===== src/rtl/clkdiv_wb_pkg.sv =====
// clkdiv_wb_pkg: register map, CTRL bit positions and reset values shared by
// the Wishbone register block and its clock divider core.
package clkdiv_wb_pkg;

    // Byte offsets of the registers within the decoded window
    localparam logic [7:0] OFF_ID      = 8'h00;
    localparam logic [7:0] OFF_CTRL    = 8'h04;
    localparam logic [7:0] OFF_DIV     = 8'h08;
    localparam logic [7:0] OFF_COUNT   = 8'h0C;
    localparam logic [7:0] OFF_SCRATCH = 8'h10;

    // CTRL bit indices
    localparam int CTRL_EN_BIT  = 0;
    localparam int CTRL_CLR_BIT = 1;

    // Divider terminal count after reset
    localparam logic [15:0] DIV_RESET = 16'd1;

    // Register selected by the current bus address
    typedef enum logic [2:0] {
        SEL_NONE,
        SEL_ID,
        SEL_CTRL,
        SEL_DIV,
        SEL_COUNT,
        SEL_SCRATCH
    } reg_sel_e;

    // Replace only the bytes whose lane enable is set
    function automatic logic [31:0] merge_lanes(input logic [31:0] old_val,
                                                input logic [31:0] new_val,
                                                input logic [3:0]  lanes);
        logic [31:0] result;
        result = old_val;
        for (int i = 0; i < 4; i++) begin
            if (lanes[i]) result[i*8 +: 8] = new_val[i*8 +: 8];
        end
        return result;
    endfunction

endpackage


===== src/rtl/clkdiv_core.sv =====
// clkdiv_core: programmable divider. The internal counter runs 0..div_n and
// clk_div toggles each time it wraps, giving a period of 2*(div_n+1) clocks.
// count tallies rising edges of clk_div.
module clkdiv_core (
    input  logic        clk,
    input  logic        rst_n,
    input  logic        en,
    input  logic        clr,
    input  logic [15:0] div_n,
    output logic        clk_div,
    output logic [31:0] count
);

    logic [15:0] cnt;

    // Divider counter, divided clock and edge tally; clear beats a toggle,
    // and ">=" lets a shrunken div_n wrap on the very next enabled cycle.
    // NOTE: sequential state uses non-blocking assignments so every register
    // samples pre-edge values regardless of block ordering.
    always_ff @(posedge clk or negedge rst_n) begin
        if (!rst_n) begin
            cnt     <= '0;
            clk_div <= 1'b0;
            count   <= '0;
        end else if (clr) begin
            cnt     <= '0;
            clk_div <= 1'b0;
            count   <= '0;
        end else if (en) begin
            if (cnt >= div_n) begin
                cnt     <= '0;
                clk_div <= ~clk_div;
                if (!clk_div) count <= count + 32'd1;
            end else begin
                cnt <= cnt + 16'd1;
            end
        end
    end

endmodule


===== src/rtl/clkdiv_wb_regs.sv =====
// clkdiv_wb_regs: Wishbone slave exposing ID, CTRL, DIV, COUNT and SCRATCH
// registers around a clkdiv_core. Every request gets a single-cycle ack one
// cycle later, with registered read data valid only during the ack.
module clkdiv_wb_regs
    import clkdiv_wb_pkg::*;
#(
    parameter int          ADR_W    = 7,
    parameter logic [31:0] ID_VALUE = 32'h00ABCD01
) (
    input  logic        WB_CLK,
    input  logic        WB_RST_N,
    input  logic [16:0] WBs_ADR,
    input  logic        WBs_CYC,
    input  logic        WBs_STB,
    input  logic        WBs_WE,
    input  logic        WBs_RD,
    input  logic [3:0]  WBs_BYTE_STB,
    input  logic [31:0] WBs_WR_DAT,
    output logic [31:0] WBs_RD_DAT,
    output logic        WBs_ACK,
    output logic        clk_div_out
);

    logic             req;
    logic             wr_req;
    logic             rd_req;
    logic [ADR_W-1:0] adr;
    reg_sel_e         sel;
    logic             ctrl_en;
    logic [15:0]      div_n;
    logic [31:0]      scratch;
    logic             clr;
    logic [31:0]      count;
    logic [31:0]      rd_val;
    logic             unused_ok;

    // A pending ack masks the request, so back-to-back strobes alternate
    assign req    = WBs_CYC & WBs_STB & ~WBs_ACK;
    assign wr_req = req & WBs_WE;
    assign rd_req = req & ~WBs_WE;
    assign adr    = {WBs_ADR[ADR_W-1:2], 2'b00};

    // WBs_RD is redundant with ~WBs_WE; upper and byte address bits are not decoded
    assign unused_ok = &{1'b0, WBs_RD, WBs_ADR[16:ADR_W], WBs_ADR[1:0]};

    // CLR is a strobe derived from the write itself and is never stored
    assign clr = wr_req & (sel == SEL_CTRL) & WBs_BYTE_STB[0] & WBs_WR_DAT[CTRL_CLR_BIT];

    // Address decode into a register select
    // NOTE: assigning a default before any branch keeps combinational blocks
    // free of inferred latches.
    always_comb begin
        sel = SEL_NONE;
        if      (adr == ADR_W'(OFF_ID))      sel = SEL_ID;
        else if (adr == ADR_W'(OFF_CTRL))    sel = SEL_CTRL;
        else if (adr == ADR_W'(OFF_DIV))     sel = SEL_DIV;
        else if (adr == ADR_W'(OFF_COUNT))   sel = SEL_COUNT;
        else if (adr == ADR_W'(OFF_SCRATCH)) sel = SEL_SCRATCH;
    end

    // Read mux; unused bits and unmapped addresses read as zero
    always_comb begin
        rd_val = '0;
        case (sel)
            SEL_ID:      rd_val = ID_VALUE;
            SEL_CTRL:    rd_val[CTRL_EN_BIT] = ctrl_en;
            SEL_DIV:     rd_val[15:0] = div_n;
            SEL_COUNT:   rd_val = count;
            SEL_SCRATCH: rd_val = scratch;
            default:     rd_val = '0;
        endcase
    end

    // Ack and read data, both registered at the request edge
    always_ff @(posedge WB_CLK or negedge WB_RST_N) begin
        if (!WB_RST_N) begin
            WBs_ACK    <= 1'b0;
            WBs_RD_DAT <= '0;
        end else begin
            WBs_ACK    <= req;
            WBs_RD_DAT <= rd_req ? rd_val : '0;
        end
    end

    // Writable registers, committed on the edge that raises the ack
    always_ff @(posedge WB_CLK or negedge WB_RST_N) begin
        if (!WB_RST_N) begin
            ctrl_en <= 1'b0;
            div_n   <= DIV_RESET;
            scratch <= '0;
        end else if (wr_req) begin
            case (sel)
                SEL_CTRL:    if (WBs_BYTE_STB[0]) ctrl_en <= WBs_WR_DAT[CTRL_EN_BIT];
                SEL_DIV:     div_n   <= 16'(merge_lanes({16'h0000, div_n}, WBs_WR_DAT, WBs_BYTE_STB));
                SEL_SCRATCH: scratch <= merge_lanes(scratch, WBs_WR_DAT, WBs_BYTE_STB);
                default:     ;
            endcase
        end
    end

    clkdiv_core u_core (
        .clk     (WB_CLK),
        .rst_n   (WB_RST_N),
        .en      (ctrl_en),
        .clr     (clr),
        .div_n   (div_n),
        .clk_div (clk_div_out),
        .count   (count)
    );

endmodule


===== config.mk =====
export PLATFORM = sky130hd
export DESIGN_NAME = clkdiv_wb_regs
export DESIGN_NICKNAME = d
export VERILOG_FILES = /design/src/rtl/clkdiv_wb_pkg.sv /design/src/rtl/clkdiv_core.sv /design/src/rtl/clkdiv_wb_regs.sv
export SDC_FILE = /design/constraint.sdc
export NUM_CORES = 1
export LEC_CHECK = 0
export ABC_AREA = 1
export CAP_MARGIN = 0
export CORE_MARGIN = 4
export CORE_UTILIZATION = 56
export CTS_CLUSTER_DIAMETER = 200
export DETAILED_ROUTE_END_ITERATION = 10
export PLACE_DENSITY = 0.81
export RECOVER_POWER = 50
export SYNTH_ARGS = -nofsm -noshare
export SYNTH_HDL_FRONTEND = slang
export SYNTH_HIERARCHICAL = 1
export SYNTH_SLANG_ARGS = --single-unit

===== constraint.sdc =====
create_clock -name WB_CLK -period 2.45 [get_ports WB_CLK]
set_input_delay 0.245 -clock WB_CLK [delete_from_list [all_inputs] [get_ports WB_CLK]]
set_output_delay 0.245 -clock WB_CLK [all_outputs]
set_load 0.01 [all_outputs]

# Word-level counts from Yosys, hierarchy flattened
# Cells that the tools add are included.
# totals
reg_bits	131
inputBits	59
output_inout_bits	34
wordCells	66
# classes
addsub	2
n_lt_le_gt_ge	1
eq_ne	10
muxes	19
bitwise	10
reduce_logical	12
# ops
operator	n
$mux 32	5
$pmux 15 s4	1
$mux 16	3
$pmux 16 s3	1
$add 32x1->32 const B	1
$reduce_and 3->1	8
$add 16x1->16 const B	1
$ge 16x16->1	1
$mux 3	5
$eq 5x2->1 const B	2
$and 1x1->1	7
$logic_not 7->1	1
$eq 3x2->1 const B	2
$eq 3x3->1 const B	2
$eq 5x1->1 const B	1
$eq 5x3->1 const B	1
$pmux 1 s5	1
$reduce_bool 2->1	2
$eq 3x1->1 const B	1
$mux 1	3
$not 1->1	3
$ne 2x2->1 const B	1
$reduce_and 2->1	1

# Longest topological paths before layout
# Gate-level depths: netlist of the first run.
# logic_depth
word_depth	12
depth_mapped	15
depth_no_buf	14

# Cells and area by module
# The synthesis of the first run kept the hierarchy.
# by_module_without_submodules
mod	n_inst	cells_each	area_per_inst_um2
clkdiv_wb_regs	1	472	3878.7
clkdiv_core	1	540	3622.2

# Worst setup path after synthesis of the first run
# Ideal clock, no wire load.
# synth_timing
kind	register to register
start	reg WBs_ACK
end	reg u_core.cnt[15]
setup_time_ps	117
arrival_time_ps	2072
required_time_ps	2333
slack_ps	261
stages_incl_launch_ff	13
path_buffers	0
path_cell_list	dfrtp_1 > nor2_4 > nand3_2 > nor3b_1 > nor2_2 > inv_2 > nand2_1 > nor2_1 > nand3_2 > nor3_2 > nand2_1 > nand2_1 > nor2_1
# synth_via
elab_chain_len	7
word_cells_on_any_way	8
# synth_rtl
element	line	source
start: declaration	clkdiv_wb_regs.sv:20	output logic WBs_ACK,
start signal: assignment	clkdiv_wb_regs.sv:80	WBs_ACK <= req;
$not 1->1 (*)	clkdiv_wb_regs.sv:38	assign req = WBs_CYC & WBs_STB & ~WBs_ACK;
$and 1x1->1 (*)	clkdiv_wb_regs.sv:38	
net req	clkdiv_wb_regs.sv:24	logic req;
$and 1x1->1 (*)	clkdiv_wb_regs.sv:39	assign wr_req = req & WBs_WE;
$and 1x1->1 (*) (3 in series)	clkdiv_wb_regs.sv:47	assign clr = wr_req & (sel == SEL_CTRL) & WBs_BYTE_STB[0] & WBs_WR_DAT[CTRL_CLR_BIT];
net clr	clkdiv_wb_regs.sv:32	logic clr;
$mux 16 or $reduce_bool 2->1 (tied branches)	-	
end signal: assignment	clkdiv_core.sv:35	cnt <= cnt + 16'd1;
end: declaration	clkdiv_core.sv:14	logic [15:0] cnt;
# The timed path passes the listed nets; every way through them passes the cells marked *.
# A chain may end at the register's enable or synchronous reset.

# Final worst setup path of the first run
# layout_timing
start	in WBs_ADR[3]
end	reg scratch[28]
# layout_via
elab_chain_len	8
word_cells_on_any_way	12
# layout_rtl
element	line	source
start: declaration	clkdiv_wb_regs.sv:12	input logic [16:0] WBs_ADR,
$eq 5x3->1	clkdiv_wb_regs.sv:58	else if (adr == ADR_W'(OFF_SCRATCH)) sel = SEL_SCRATCH;
$mux 3	clkdiv_wb_regs.sv:58	
$mux 3	clkdiv_wb_regs.sv:57	else if (adr == ADR_W'(OFF_COUNT)) sel = SEL_COUNT;
$mux 3	clkdiv_wb_regs.sv:56	else if (adr == ADR_W'(OFF_DIV)) sel = SEL_DIV;
$mux 3	clkdiv_wb_regs.sv:55	else if (adr == ADR_W'(OFF_CTRL)) sel = SEL_CTRL;
$mux 3 (*)	clkdiv_wb_regs.sv:54	if (adr == ADR_W'(OFF_ID)) sel = SEL_ID;
$eq 3x3->1 (*)	clkdiv_wb_regs.sv:92	case (sel)
$reduce_and 3->1 (no source line) (*)	-	
end signal: assignment	clkdiv_wb_regs.sv:95	SEL_SCRATCH: scratch <= merge_lanes(scratch, WBs_WR_DAT, WBs_BYTE_STB);
end: declaration	clkdiv_wb_regs.sv:31	logic [31:0] scratch;
# Mark *: on every way between the ends. The rest lies on a longest branch, timed or not.

==> results of run 1 <==
==> worst register-to-register path: cells and delay by family (launching register included) <==
kind | cells | cell delay (ps)
AND/OR/NAND/NOR | 11 | 1290
flip-flops | 1 | 400
buffers and inverters | 2 | 260
==> where the power goes <==
group	switching [mW]	total [mW]	internal (mW)
Clock	0.993	2.42	1.43
Sequential	0.104	2.37	2.26
Combinational	0.596	0.936	0.339
==> kinds of logic after synthesis <==
group / Yosys count / share of synthesized area (%)
adders and majority gates: 18 / 3.003
xor gates and xnor gates: 23 / 2.686
buffers and inverters: 158 / 9.108
and+or+nand+nor: 624 / 37.16
AOI/OAI and AO/OA: 58 / 4.320
DFF: 131 / 43.72
==> flip-flops by register name, indices dropped and copies added (netlist names) <==
signal / flops
ctrl_en: 1
WBs_RD_DAT: 32
WBs_ACK: 1
u_core/clk_div: 1
div_n: 16
scratch: 32
u_core/count: 32
u_core/cnt: 16
==> layout make-up <==
| type | count | area (um^2) |
|---|---|---|
| fill | 1073 | 4114 |
| multi-input combinational | 723 | 3538 |
| sequential | 131 | 3279 |
| timing repair buffer | 103 | 1021 |
| inverter | 120 | 452.9 |
| clock buffer | 18 | 439.2 |
| tap | 176 | 220.2 |
| clock inverter | 14 | 125.1 |
==> worst max path at each step <==
stage,startpoint,end,slack [ps]
after CTS,WBs_ADR[2],u_core/cnt[15],430
after global routing,WB_RST_N,u_core/cnt[4],130
after global placement,WBs_ADR[2],u_core/cnt[15],40
after floorplan,WBs_ACK,u_core/cnt[15],260
final,WBs_ADR[3],scratch[28],380
after detailed placement,WBs_ADR[2],u_core/cnt[15],-0.9
==> placed cells by master, fill, tap and decap left out, types with 3 or more instances in the layout <==
cell             count
nor2_2              12
nand3_1             66
nand4_1             71
dfrtp_1            130
o21ai_1              3
clkbuf_16           17
inv_1              116
nand3_2              3
nand2_1            343
o211ai_1             5
xnor2_1              8
clkinvlp_4           3
nand2_2              6
xor2_1              15
buf_4               14
o21ai_0             28
inv_6                6
a21oi_1             15
ha_1                18
buf_12               5
nor2_1             107
nor2_4               7
inv_2                3
dlygate4sd3_1       13
clkinv_2             4
clkdlybuf4s50_1     66
==> what timing repair did <==
item                                    4_1_cts  5_1_grt
endpoints found under the setup margin        0        0
endpoints found under the hold margin        47        0
hold buffers                                  1        0
==> routing by layer <==
layer  track usage [%]  share of wire [%]
met1             34.83                 44
met3             6.312                7.6
met2             41.67                 47
met4             8.997                1.8
met5                 0                  0
==> stage by stage <==
step                util [%]  cells  TNS [ps]
floorplan                  -   1012         0
global placement       64.76   1252         0
detailed placement     64.76   1252   -0.9071
CTS                    69.11   1285         0
global route           68.81   1285         0
finish                 68.81   1285         0
==> flow_summary.ini, run 1 <==
[yosys]
ys_seq_area_share_pct = 43.72
async_reset_ff_share_pct = 100.0
synthCells = 1012
synth_most_common_cell = nand2_1
ys.flop_type = dfrtp_1
synth-edff-count = 0
syn_nets = 1089
syn_area_um2 = 7501
ys_warn_count = 6
synth_top_cell_by_area = dfrtp_1
ys_seq_elements = 131
ys_types = 39
synth_top_area_share_pct = 43.37
avgSynthCellArea_um2 = 7.412
synthTopCellsByCount = nand2_1 (343), dfrtp_1 (130), inv_1 (115)
synth_area_leaders = dfrtp_1 (43%), nand2_1 (17%), nand4_1 (5.9%)

[global_route]
overflow = 0
grt_pass1_vias = 6513
grt_max_degree = 52
grt.total_usage_pct = 26.07
antenna_found_initial = 0
grt_pass1_wl_um = 31240

[cts]
cts_resized = 0
numClockSinks = 131
cts_tree = built
post_cts_buffers = 0
htreeDepth = 4
clock_path_buffers = 2
insertion_delay_ps = 420
cts_buffers = 17
clk_pin_slew_ps = 60
cts-root-buf = clkbuf_16

[job]
max_cap_violations = 0

[final_layout]
area_delta_synth_final_pct = 21.00
finalInstanceArea_um2 = 9076
final_nets = 1173
diodes = 0
drive_above_1_share_pct = 8.566

[critical_path]
r2r-start = WBs_ACK
critPathMaxStageDelay_ps = 570
startpoint_type = input pin
r2r_cells = 13
critPathBufInv = 4
worstSetupPathType = input pin to register
worst-path-stages = 9
crit_path_top_delay_cell = dlygate4sd3_1
required_ps = 2760
rrSetupSlack_ps = 420
path_cells = dlygate4sd3_1, buf_4, nor2_1, nand3_2, inv_1, buf_12, nand2_2, nand2_1, nand2_1
cpLargestDelayFamily = buffers and inverters
cp.arrival_ps = 2380
reg2reg_to = u_core/cnt[15]
crit_path_end_kind = register
critPathMostFrequentCell = nand2_1
crit_fanout = 35

[sta]
period_needed_ps = 2068
period_share_pct = 84.42
drv_slew = 0
max_freq_mhz = 483.5
rsz0062_at_grt = false
setup_viol = 0
whs_ps = 376.6
worst_pin_slew_ps = 1239
slew_headroom_pct = 17.38
finalHoldViolCount = 0
worst_slack_ps = 381.7
fin_worst_skew_ps = 8.424

[die]
fp.dieArea_um2 = 15310
initial_core_util_pct = 56.87
die_h_um = 123.7
num_rows = 42
fp.dieW_um = 123.7
pin_count = 93
core_area_um2 = 13190

[routing]
first_iter_violations = 654
wire_per_inst_um = 14.74
first_pass_iters = 5
vias = 6950
ant_nets = 0
drcViolationCount = 0
wl_um = 18950
viasPerCell = 5.409

[worst_hold_path]
hold_depth = 3
min_delay_worst_endpoint = scratch[31]
hold_start = WBs_WR_DAT[31]
hp-class = input pin to register

[place]
io_buffers = 79
pre_cts_slack_ps = -0.9071
gp_congestion = 0.9707
place_area_um2 = 8542
dpl.hpwl_um = 13690

[power]
finalPower_mw = 5.726
p_per_area_nw_per_um2 = 630.8
peakVddDrop_v = 0.0005542
p_leak_nw = 4.576

[status]
status = complete, no violations
Note: power is estimated with default switching activity, not from simulation.
==> run 2: changes to the inputs <==
Settings changed: CORE_UTILIZATION 56 to 51, PLACE_DENSITY 0.81 to 0.78.
Clock period 2.45 ns to 1.9 ns, I/O delays scaled along.
==> run 2 against run 1 <==
Effect of this change:
- the run now ends with setup timing left
- cell count up 6.1%
- sequential share of layout area down 3.7 points
- clock power up 40%
- total power up 53%
- sequential cell count unchanged
- hold slack worse by 54 ps
- worst setup slack worse by 490 ps
- critical path type is now register to register
==> flow_summary.ini, run 2 (synthesis gave the netlist of run 1 again) <==
[status]
status = complete, but fails checks
violations = setup timing

[die]
pin_count = 93
num_rows = 44
fp.dieW_um = 129.3
fp.dieArea_um2 = 16710
initial_core_util_pct = 51.81
core_area_um2 = 14480
die_h_um = 129.3

[global_route]
grt_pass1_wl_um = 33750
antenna_found_initial = 0
overflow = 0
grt.total_usage_pct = 25.49
grt_pass1_vias = 6878
grt_max_degree = 43

[critical_path]
crit_path_top_delay_cell = dfrtp_1
setup.worst_path.end = u_core/count[18]
r2r_cells = 11
required_ps = 2210
critPathMostFrequentCell = nand2_4
path_cells = inv_1, ha_1, nand2_4, buf_4, o21bai_4, a21oi_2, nand2_4, buf_12, clkbuf_16, nand4_1, nand2_1
startpoint = div_n[14]
r2r-start = div_n[14]
critPathMaxStageDelay_ps = 370
worstSetupPathType = register to register
rrSetupSlack_ps = -100
crit_path_end_kind = register
startpoint_type = register
reg2reg_to = u_core/count[18]
crit_fanout = 9
cp.arrival_ps = 2310

[final_layout]
final_nets = 1243
diodes = 0
layout_common_cells = nand2_1 (333), dfrtp_1 (128), inv_1 (112)
final_common_cell = nand2_1
area_delta_synth_final_pct = 34.76
reg_top3 = WBs_RD_DAT x32, scratch x32, u_core/count x32
final_util_pct = 69.82
drive_above_1_share_pct = 17.39

[power]
p_per_area_nw_per_um2 = 866.3
p_leak_nw = 5.046
p_comb_share_pct = 26.8
switching_power_mw = 2.516
peakVddDrop_v = 0.0007282
power.internal_mw = 6.241
pwr-share-clk_pct = 38.6
swShare_pct = 28.73
seqPwrFrac_pct = 34.6

[routing]
wl_um = 23240
wire_per_inst_um = 17.05
first_pass_iters = 5
ant_nets = 0
first_iter_violations = 1045
drcViolationCount = 0
viasPerCell = 5.608
vias = 7644

[cts]
cts_buffers = 17
clock_path_buffers = 2
clk_pin_slew_ps = 60
cts-root-buf = clkbuf_16
htreeDepth = 4
cts_tree = built
numClockSinks = 131
insertion_delay_ps = 420

[sta]
period_needed_ps = 2004
rsz0062_at_grt = true
worst_slack_ps = -103.8
finalHoldViolCount = 0
fin_worst_skew_ps = 5.399
period_share_pct = 105.5
setup_viol = 48
drv_slew = 0
worst_pin_slew_ps = 758.2
slew_headroom_pct = 49.45
max_freq_mhz = 499.0

[place]
io_buffers = 79
dpl.hpwl_um = 14520
pre_cts_slack_ps = -431.5
gp_congestion = 0.9067

[worst_hold_path]
hp-class = input pin to register

[job]
max_cap_violations = 0
run 2: cell types whose count changed in the layout (fill, tap and decap cells not counted), moves of 9 or more:
| cell | change |
|---|---|
| buf_4 | +56 |
| dlygate4sd3_1 | -12 |
| clkdlybuf4s50_1 | +11 |
| nand2_1 | -10 |
| a21oi_1 | -9 |
| a21oi_2 | +9 |
run 2: final cells by class:
cell class / count / area [um^2]
fillers: 1014 / 4370
multi-input cells: 723 / 3765
flip-flops and latches: 131 / 3282
repair buffers: 173 / 1773
clock buffers: 24 / 481.7
inverters: 120 / 452.9
well taps: 184 / 230.2
clock inverters: 8 / 123.9
run 2: worst min-delay path by stage:
stage | startpoint | end | slack (ps) | cells past startpoint
after global routing | WBs_WR_DAT[29] | scratch[29] | 340 | 3
after floorplan | WB_RST_N | WBs_ACK | -110 | 0
after CTS | WB_RST_N | WBs_RD_DAT[29] | 260 | 2
final | WBs_WR_DAT[27] | scratch[27] | 320 | 3
after global placement | WB_RST_N | WBs_RD_DAT[29] | 160 | 1
after detailed placement | WB_RST_N | WBs_RD_DAT[29] | 160 | 1
run 2: power by group through the flow:
stage | Clock (mW) | Sequential, mW | Combinational (mW)
global placement | 0 | 3.07 | 1.40
global route | 3.53 | 3.04 | 2.47
finish | 3.38 | 3.03 | 2.34
detailed placement | 0 | 3.07 | 1.43
CTS | 3.39 | 3.03 | 1.70
floorplan | 0 | 3.06 | 0.745
run 2: stage by stage:
step	cell area [um^2]	cells	hold WS (ps)	power (mW)	TNS, ps
CTS	9777	1343	257.2	8.113	0
finish	10110	1363	322.1	8.757	-2560
detailed placement	8986	1303	156.2	4.498	-23040
global route	10110	1363	337.1	9.043	-5141
floorplan	7526	1012	-105.6	3.801	0
global placement	8986	1303	156.8	4.466	-18010
run 2: what timing repair did:
action / 4_1_cts / 5_1_grt
endpoints found under the setup margin: 47 / 48
resized for setup: 17 / 31
buffers inserted: 5 / 14
pin swaps: 6 / 24
endpoints found under the hold margin: 28 / 0
hold buffers: 1 / 0
cloned: 2 / 6
run 2: worst max-delay path, delay by kind of cell, from the launching register on:
kind	cells	cell delay (ps)
and+or+nand+nor	4	360
buffers and inverters	4	520
adders and majority gates	1	320
DFF	1	370
AOI/OAI and AO/OA	2	310
run 2: layer usage:
layer | global-route usage (%) | share of wire, % | vias to the layer above | wire length [um]
met4 | 8.091 | 2.9 | 0 | 676
met1 | 35.38 | 41 | 3602 | 9493
li1 | - | - | 3529 | -
met3 | 5.359 | 9.6 | 80 | 2239
met2 | 40.24 | 47 | 433 | 10830
met5 | 0 | 0 | - | 0
